===== src/rtl/ps2_key_decoder_if.sv =====
// PS/2 key decoder bus: keyboard pins in, decoded key results out.
interface ps2_key_decoder_if;
   logic       PS2_CLK;
   logic       PS2_DAT;
   logic [7:0] PS2_ASCII;
   logic       oKEY_VALID;
   logic [7:0] oSCANCODE;
   logic       oFRAME_ERR;

   // keyboard side (drives the pins, observes results)
   modport master (
      output PS2_CLK, PS2_DAT,
      input  PS2_ASCII, oKEY_VALID, oSCANCODE, oFRAME_ERR
   );

   // decoder side
   modport slave (
      input  PS2_CLK, PS2_DAT,
      output PS2_ASCII, oKEY_VALID, oSCANCODE, oFRAME_ERR
   );
endinterface


===== src/rtl/ps2_key_decoder.sv =====
// PS/2 set-2 keyboard receiver: pin conditioning, frame FSM, prefix/make/break
// byte layer and a level-held ASCII output for the game-control logic.
//
// state  | meaning
// IDLE   | waiting for a start bit (DAT low on a filtered clock fall)
// DATA   | shifting in 8 data bits, LSB first
// PARITY | capturing the odd-parity bit
// STOP   | checking stop bit and parity, accepting or rejecting the byte
module ps2_key_decoder #(
   parameter int FILTER_LEN     = 8,
   parameter int TIMEOUT_CYCLES = 10000
) (
   input logic iCLK,
   input logic iRST,
   ps2_key_decoder_if.slave bus
);
   localparam int FW = $clog2(FILTER_LEN + 1);
   localparam int TW = $clog2(TIMEOUT_CYCLES + 1);

   typedef enum logic [1:0] {IDLE, DATA, PARITY, STOP} state_t;

   state_t        state, state_n;
   logic          clk_s1, clk_s2, dat_s1, dat_s2;
   logic          clk_filt;
   logic [FW-1:0] filt_cnt;
   logic [TW-1:0] tmr;
   logic [2:0]    bit_cnt;
   logic [7:0]    shreg;
   logic          par;
   logic          fall, timeout;
   logic          shift_en, par_en, byte_ok, err;
   logic          byte_stb, ext, brk;
   logic [8:0]    held;
   logic [7:0]    ascii_q, scancode_q;
   logic          key_valid_q, frame_err_q;
   logic [8:0]    key;
   logic [7:0]    key_ascii;

   // set-2 code to ASCII; 0x00 means the code is not mapped
   function automatic logic [7:0] map_key(input logic [8:0] k);
      logic [7:0] a;
      a = 8'h00;
      case (k)
         9'h01C: a = 8'h61;  9'h032: a = 8'h62;  9'h021: a = 8'h63;
         9'h023: a = 8'h64;  9'h024: a = 8'h65;  9'h02B: a = 8'h66;
         9'h034: a = 8'h67;  9'h033: a = 8'h68;  9'h043: a = 8'h69;
         9'h03B: a = 8'h6A;  9'h042: a = 8'h6B;  9'h04B: a = 8'h6C;
         9'h03A: a = 8'h6D;  9'h031: a = 8'h6E;  9'h044: a = 8'h6F;
         9'h04D: a = 8'h70;  9'h015: a = 8'h71;  9'h02D: a = 8'h72;
         9'h01B: a = 8'h73;  9'h02C: a = 8'h74;  9'h03C: a = 8'h75;
         9'h02A: a = 8'h76;  9'h01D: a = 8'h77;  9'h022: a = 8'h78;
         9'h035: a = 8'h79;  9'h01A: a = 8'h7A;
         9'h029: a = 8'h20;  9'h05A: a = 8'h0D;
         9'h16B: a = 8'h61;  9'h174: a = 8'h64;
         default: a = 8'h00;
      endcase
      return a;
   endfunction

   // the fall is taken in the same cycle the filter commits the new low level
   assign fall    = clk_filt && !clk_s2 && (filt_cnt == FW'(FILTER_LEN - 1));
   assign timeout = (state != IDLE) && !fall && (tmr == '0);

   // two-flop synchronizers and glitch filter on the keyboard clock
   always_ff @(posedge iCLK or posedge iRST) begin
      if (iRST) begin
         clk_s1   <= 1'b1;
         clk_s2   <= 1'b1;
         dat_s1   <= 1'b1;
         dat_s2   <= 1'b1;
         clk_filt <= 1'b1;
         filt_cnt <= '0;
      end else begin
         clk_s1 <= bus.PS2_CLK;
         clk_s2 <= clk_s1;
         dat_s1 <= bus.PS2_DAT;
         dat_s2 <= dat_s1;
         if (clk_s2 == clk_filt) begin
            filt_cnt <= '0;
         end else if (filt_cnt == FW'(FILTER_LEN - 1)) begin
            clk_filt <= clk_s2;
            filt_cnt <= '0;
         end else begin
            filt_cnt <= filt_cnt + 1'b1;
         end
      end
   end

   // frame state register
   always_ff @(posedge iCLK or posedge iRST) begin
      if (iRST) state <= IDLE;
      else      state <= state_n;
   end

   // frame next-state and strobes
   always_comb begin
      state_n  = state;
      shift_en = 1'b0;
      par_en   = 1'b0;
      byte_ok  = 1'b0;
      err      = 1'b0;
      if (timeout) begin
         state_n = IDLE;
         err     = 1'b1;
      end else if (fall) begin
         case (state)
            IDLE:   if (!dat_s2) state_n = DATA;
            DATA: begin
               shift_en = 1'b1;
               if (bit_cnt == 3'd7) state_n = PARITY;
            end
            PARITY: begin
               par_en  = 1'b1;
               state_n = STOP;
            end
            STOP: begin
               if (dat_s2 && (^{shreg, par})) byte_ok = 1'b1;
               else                           err     = 1'b1;
               state_n = IDLE;
            end
            default: state_n = IDLE;
         endcase
      end
   end

   // frame datapath and inter-edge timeout down-counter
   always_ff @(posedge iCLK or posedge iRST) begin
      if (iRST) begin
         bit_cnt <= '0;
         shreg   <= '0;
         par     <= 1'b0;
         tmr     <= TW'(TIMEOUT_CYCLES - 1);
      end else begin
         if (fall)                tmr <= TW'(TIMEOUT_CYCLES - 1);
         else if (tmr != '0)      tmr <= tmr - 1'b1;
         if (state == IDLE)       bit_cnt <= '0;
         if (shift_en) begin
            shreg   <= {dat_s2, shreg[7:1]};
            bit_cnt <= bit_cnt + 1'b1;
         end
         if (par_en) par <= dat_s2;
      end
   end

   assign key       = {ext, scancode_q};
   assign key_ascii = map_key(key);

   // byte layer: prefixes, make/break tracking and the held ASCII level
   always_ff @(posedge iCLK or posedge iRST) begin
      if (iRST) begin
         scancode_q  <= '0;
         byte_stb    <= 1'b0;
         frame_err_q <= 1'b0;
         key_valid_q <= 1'b0;
         ascii_q     <= '0;
         held        <= '0;
         ext         <= 1'b0;
         brk         <= 1'b0;
      end else begin
         key_valid_q <= 1'b0;
         frame_err_q <= err;
         byte_stb    <= byte_ok;
         if (byte_ok) scancode_q <= shreg;
         if (err) begin
            ext <= 1'b0;
            brk <= 1'b0;
         end else if (byte_stb) begin
            if (scancode_q == 8'hE0) begin
               ext <= 1'b1;
            end else if (scancode_q == 8'hF0) begin
               brk <= 1'b1;
            end else begin
               ext <= 1'b0;
               brk <= 1'b0;
               if (!brk) begin
                  if (key_ascii != 8'h00) begin
                     ascii_q     <= key_ascii;
                     held        <= key;
                     key_valid_q <= 1'b1;
                  end
               end else if (key == held) begin
                  ascii_q <= 8'h00;
                  held    <= '0;
               end
            end
         end
      end
   end

   assign bus.PS2_ASCII  = ascii_q;
   assign bus.oKEY_VALID = key_valid_q;
   assign bus.oSCANCODE  = scancode_q;
   assign bus.oFRAME_ERR = frame_err_q;
endmodule


===== src/flat_wrapper.sv =====
// flat-port wrapper written by rule: the top's interface ports become plain ports
module ps2_key_decoder_flat 
#(
   parameter int FILTER_LEN     = 8,
   parameter int TIMEOUT_CYCLES = 10000
)
  (iCLK, iRST, bus_PS2_CLK, bus_PS2_DAT, bus_PS2_ASCII, bus_oKEY_VALID, bus_oSCANCODE, bus_oFRAME_ERR);
  ps2_key_decoder_if bus_i ();
  input logic iCLK;
  input logic iRST;
  input wire logic [$bits(bus_i.PS2_CLK)-1:0] bus_PS2_CLK;
  input wire logic [$bits(bus_i.PS2_DAT)-1:0] bus_PS2_DAT;
  output wire logic [$bits(bus_i.PS2_ASCII)-1:0] bus_PS2_ASCII;
  output wire logic [$bits(bus_i.oKEY_VALID)-1:0] bus_oKEY_VALID;
  output wire logic [$bits(bus_i.oSCANCODE)-1:0] bus_oSCANCODE;
  output wire logic [$bits(bus_i.oFRAME_ERR)-1:0] bus_oFRAME_ERR;
  assign bus_i.PS2_CLK = bus_PS2_CLK;
  assign bus_i.PS2_DAT = bus_PS2_DAT;
  assign bus_PS2_ASCII = bus_i.PS2_ASCII;
  assign bus_oKEY_VALID = bus_i.oKEY_VALID;
  assign bus_oSCANCODE = bus_i.oSCANCODE;
  assign bus_oFRAME_ERR = bus_i.oFRAME_ERR;
  ps2_key_decoder #(.FILTER_LEN(FILTER_LEN), .TIMEOUT_CYCLES(TIMEOUT_CYCLES)) u_core (.iCLK(iCLK), .iRST(iRST), .bus(bus_i));
endmodule

===== config.mk =====
export PLATFORM = sky130hd
export DESIGN_NAME = ps2_key_decoder_flat
export DESIGN_NICKNAME = d
export VERILOG_FILES = /design/src/rtl/ps2_key_decoder_if.sv /design/src/rtl/ps2_key_decoder.sv /design/src/flat_wrapper.sv
export SDC_FILE = /design/constraint.sdc
export NUM_CORES = 1
export LEC_CHECK = 0
export ABC_AREA = 1
export CAP_MARGIN = 10
export CORE_ASPECT_RATIO = 1.2
export CORE_MARGIN = 5
export CORE_UTILIZATION = 60
export CTS_BUF_LIST = sky130_fd_sc_hd__clkbuf_2 sky130_fd_sc_hd__clkbuf_4 sky130_fd_sc_hd__clkbuf_8
export DETAILED_ROUTE_END_ITERATION = 8
export HOLD_SLACK_MARGIN = 0.05
export PLACE_DENSITY = 0.8
export SYNTH_ARGS = -nofsm -noshare
export SYNTH_HDL_FRONTEND = slang
export SYNTH_SLANG_ARGS = --single-unit
export TNS_END_PERCENT = 30

===== constraint.sdc =====
create_clock -name iCLK -period 3.36 [get_ports iCLK]
set_clock_uncertainty 0.15 [all_clocks]
set_input_delay 0.336 -clock iCLK [delete_from_list [all_inputs] [get_ports iCLK]]
set_output_delay 0.336 -clock iCLK [all_outputs]
set_load 0.1 [all_outputs]

Word level (Yosys, flattened, before mapping)
Index checks and enable logic that the tools add are counted.
Widths: inputs -> output; s select.

word-level totals
  register bits after elaboration = 67
  bits of input ports = 4
  output and inout bits = 18
  word-level logic and storage cells = 141

operators by class
  $add $sub $neg = 3
  equal/unequal tests = 44
  muxes and demuxes = 46
  bitwise gates (word level) = 4
  reduce and logical (&&, ||, !) cells = 25

operator list
  kind                   number
  $pmux 7 s28            1
  $eq 9x6->1 const B     17
  $eq 9x7->1 const B     6
  $eq 9x5->1 const B     5
  $mux 1                 28
  $mux 14                2
  $mux 9                 3
  $mux 8                 3
  $eq 9x9->1 const B     2
  $eq 8x8->1 const B     2
  $logic_not 14->1       1
  $reduce_bool 14->1     1
  $sub 14x1->14 const B  1
  $reduce_bool 2->1      6
  $eq 9x9->1             1
  $reduce_xor 9->1       1
  $mux 2                 4
  $mux 4                 2
  $pmux 2 s4             1
  $reduce_bool 8->1      1
  $mux 3                 2
  $ne 3x1->1 const B     2
  $reduce_and 2->1       3
  $reduce_and 6->1       1
  other kinds (16)       26

Longest topological paths before layout
  depth after elaboration = 10
  depth in mapped cells = 15
  gate-level depth less buffers = 14

Least setup slack after synthesis
Ideal clock, no wire load.

  kind = register to register
  start point = register u_core.scancode_q[4] (netlist: u_core.bus.oSCANCODE[4])
  end point = register u_core.ascii_q[0] (netlist: u_core.bus.PS2_ASCII[0])
  library setup time = 0.121 ns
  arrival = 2.433 ns
  data required time = 3.089 ns
  setup slack = 0.656 ns
  cell stages (with the launch flop) = 14
  buffers on the path = 2
  clock period less this slack = 2.704 ns
  cells stage by stage = dfrtp_1 buf_2 nor2_4 nand2_1 nor2_4 nand2_1 nand4_2 nor2_2 nand3_2 nor2_4 nor2_4 buf_4 nand2_1 nand2_1

on the way
  word-level cells in the longest chain between the ends = 6
  elaborated cells on any way between the ends = 44
  classes of those cells = eq/ne (34); mux (3); bitwise (2); reduce/logical (5)

ends and longest elaborated chain
  item                                      RTL line                text
  start: declaration                        ps2_key_decoder.sv:34   logic [7:0] ascii_q, scancode_q;
  start signal: assignment                  ps2_key_decoder.sv:163  if (byte_ok) scancode_q <= shreg;
  $eq 9x6->1, or another cell as far along  ps2_key_decoder.sv:43   case (k)
  $reduce_or 2->1 (no line)                 -
  $pmux 7 s28                               ps2_key_decoder.sv:43
  $reduce_bool 8->1                         ps2_key_decoder.sv:176  if (key_ascii != 8'h00) begin
  $reduce_bool 2->1 (no line)               -
  $reduce_and 6->1 (no line)                -
  end signal: assignment                    ps2_key_decoder.sv:177  ascii_q <= key_ascii;
  end: declaration                          ps2_key_decoder.sv:34

Several ways; a longest one is shown, not always the timed one. The select of a mux whose other input is x is not followed.
A chain may end at the register's enable or synchronous reset.

Worst setup path in the final report
  start point = register u_core.filt_cnt[0]
  end point = register u_core.held[8]

on the way
  word-level cells in the longest chain between the ends = 8
  elaborated cells on any way between the ends = 9
  classes of those cells = eq/ne (1); mux (2); bitwise (1); reduce/logical (5)

ends and longest elaborated chain
  item                             RTL line                text
  start: declaration               ps2_key_decoder.sv:25   logic [FW-1:0] filt_cnt;
  start signal: assignment         ps2_key_decoder.sv:84   filt_cnt <= filt_cnt + 1'b1;
  $eq 4x3->1 *                     ps2_key_decoder.sv:61   assign fall = clk_filt && !clk_s2 && (filt_cnt == FW'(FILTER_LEN - 1));
  $logic_and 1x1->1 *              ps2_key_decoder.sv:61
  $logic_not 1->1                  ps2_key_decoder.sv:62   assign timeout = (state != IDLE) && !fall && (tmr == '0);
  $logic_and 1x1->1 (2 in series)  ps2_key_decoder.sv:62
  $mux 1 *                         ps2_key_decoder.sv:102  if (timeout) begin
  $not 1->1 (no line) *            -
  $reduce_and 6->1 (no line) *     -
  end signal: assignment           ps2_key_decoder.sv:178  held <= key;
  end: declaration                 ps2_key_decoder.sv:33   logic [8:0] held;

Every way passes the cells marked *; elsewhere a longest branch is shown, timed or not.

==> flow_summary.toml <==
[timing]
tightestPinTransition_ns = 0.976
finalHoldViolCount = 0
slew_viol_final = 0
fmax_mhz = 363
period_needed_ns = 2.75
setup-tns-final_ns = 0
rsz0062_at_grt = "no"
fin_crit_sh_pct = 81.9
setup_viol = 0
slew-limit-headroom_pct = 34.7

[clock_network]
cts_resized = 0
cts_root_buf = "clkbuf_8"
clkLatencyLatePin_ns = 0.35
cts_tree = "done"
numCtsBuffers = 9
path_clk_slew_ns = 0.07
clock_path_buffers = 2
cts_sinks = 66
hold_buffers = 0
cts_max_level = 3
postCtsSetupRepairBufs = 0

[synth]
async_flop_share_pct = 100
synthesis.nets = 578
yosys-top-cells-count = "nand2_1, nor2_1, inv_1"
ys_types = 42
yosys.area.top_type_share_pct = 32.8
synthCells = 564
synthTopCellsByArea = "dfrtp_1, nand2_1, dfstp_2, nor2_1, inv_1"
ys.flop_type = "dfrtp_1"
synth_top_area_cell = "dfrtp_1"
ys_warn_count = 0
yosysSeqAreaShare_pct = 41.3
synth-seq-cells = 66
avgSynthCellArea_um2 = 7.17
mappedNetlistArea_mm2 = 0.00404
synth_edf_count = 0
synth.most_common_cell = "nand2_1"

[placement]
routabilityCongestion = 0.968
dp.cells = 659
port_buffers = 20
dp.final_hpwl_um = 7370

[worst_setup_path]
worstPathRequired_ns = 3.49
path_max_fanout = 16
worstSetupPathType = "flip-flop to flip-flop"
end_kind = "flip-flop"
arrival_ns = 2.88
cp-start-kind = "flip-flop"

[route]
num_vias = 3710
drt_iter0_markers = 349
drc = 0
routed_wl_um = 9920
first_pass_iters = 5
final_antenna_net_count = 0
avgViaCountPerCell = 5.50
avgRoutedWirePerCell_um = 14.7

[layout]
syn_to_final_growth_pct = 10.9
final_util_pct = 69.1
fillCellCount = 552
fin_nets = 599
seq_area_mm2 = 0.00167
diodes = 0
drive_above_1_share_pct = 10.5
multi_input_comb_area_mm2 = 0.00201
finalNonFillerCells = 675

[floorplanning]
fp.coreArea_mm2 = 0.00649
std_cell_rows = 32
fp.dieH_um = 99.9
die_area_mm2 = 0.00848
ioPinCount = 22
start_util_pct = 62.3
die_x_um = 84.9

[global_routing]
grt_pass1_vias = 3574
overflow = 0
grt_start_max_net_pins = 38
grt_pass1_wl_um = 16500
grt_usage_pct = 24.4
antenna_found_initial = 0

[power_and_ir_drop]
vdd.ir_drop.worst_mv = 0.425
cellPowerDensity_mw_per_mm2 = 449
leakagePower_nw = 2.28

[status]
status = "complete, no violations"

[flow_run]
maxCapViolCount = 0

[worst_hold_path]
hold_class = "flip-flop to flip-flop"
## power breakdown
part	switching (W)	internal, W	leakage (nW)
sequential	0.0000695	0.000935	0.864
clock	0.000308	0.000369	0.106
combinational	0.000210	0.000123	1.31
total	0.000588	0.00143	2.28
## area by class of cell
class	count	share of cell area, %
multi-input cells	407	44.8
inverters	77	6.50
flip-flops and latches	66	37.2
well taps	85	2.37
repair buffers	24	4.69
clock buffers	11	3.24
clock inverters	5	1.20
## sequential cells by signal, indices dropped and copies added (netlist names), 2 cells and up
signal	cells
u_core.filt_cnt	4
u_core.tmr	14
u_core.bus.PS2_ASCII	7
u_core.bus.oSCANCODE	8
u_core.shreg	8
u_core.state	2
u_core.held	9
u_core.bit_cnt	3
## cells in the final DEF (no fill, tap or decap), types with 9 or more instances in the layout
cell	Yosys	final
o21ai_0	36	36
o21bai_1	15	15
buf_4	4	12
nor2_1	86	86
ha_1	10	10
dfstp_2	13	13
a21oi_1	20	20
nand3_1	38	38
nor3_1	9	9
clkbuf_8	0	10
inv_1	69	68
clkdlybuf4s50_1	0	12
dfrtp_1	53	53
nand2_1	143	143
## worst max-delay path: stages (launching register included)
cell and delay [ns]:
dfrtp_1 0.38, ha_1 0.19, nand2_1 0.08, nor2_1 0.17
nand2_1 0.33, nand2_1 0.18, inv_1 0.07, nand3_1 0.13
o21ai_0 0.10, nand2_1 0.12, nand3_2 0.22, nor2_4 0.38
nand2_1 0.10, nand2_1 0.09
## worst paths after layout
| kind | start | depth (start not counted) | slack [ns] | to |
|---|---|---|---|---|
| worst min-delay path | u_core.clk_s1$_DFF_PP1_ | 0 | 0.21 | u_core.clk_s2$_DFF_PP1_ |
| worst min register to register | u_core.clk_s1$_DFF_PP1_ | 0 | 0.21 | u_core.clk_s2$_DFF_PP1_ |
| worst max register to register | u_core.filt_cnt[0]$_DFF_PP0_ | 13 | 0.61 | u_core.held[8]$_DFFE_PP0P_ |
| max in group asynchronous | iRST | 3 | 2.00 | u_core.clk_filt$_DFFE_PP1P_ |
| min in group asynchronous | iRST | 2 | 0.30 | u_core.bus.oSCANCODE[1]$_DFFE_PP0P_ |
| worst max-delay path | u_core.filt_cnt[0]$_DFF_PP0_ | 13 | 0.61 | u_core.held[8]$_DFFE_PP0P_ |
## through the flow
step,cell area [µm²],setup WS (ns),hold slack (ns),power (W)
after global routing,4480,0.250,0.213,0.00214
after detailed placement,4280,0.647,0.199,0.00135
final,4480,0.607,0.209,0.00201
after global placement,4280,0.743,0.197,0.00133
after floorplan,4040,0.656,0.190,0.00127
after CTS,4480,0.632,0.209,0.00202
## cell families (layout without fill, tap and decap cells)
kind of cell / count (synthesis) / after routing / share of synthesized area [%]
simple gates: 297 / 297 / 31.2
compound gates: 92 / 92 / 13.7
buf+inv: 91 / 117 / 9.04
flops: 66 / 66 / 41.3
fa+ha+maj: 10 / 10 / 3.10
xor+xnor: 7 / 7 / 1.52
other cells: 1 / 1 / 0.0928
## per-layer routing
layer / part of all wire [%] / GRT usage (%) / vias to the layer above
li1: - / - / 1852
met1: 41 / 29.6 / 1675
met2: 48 / 39.4 / 141
met3: 4.8 / 4.27 / 42
met4: 5.7 / 17.1 / 0
met5: 0 / 0 / -
Power figures use the tool's default switching activity.
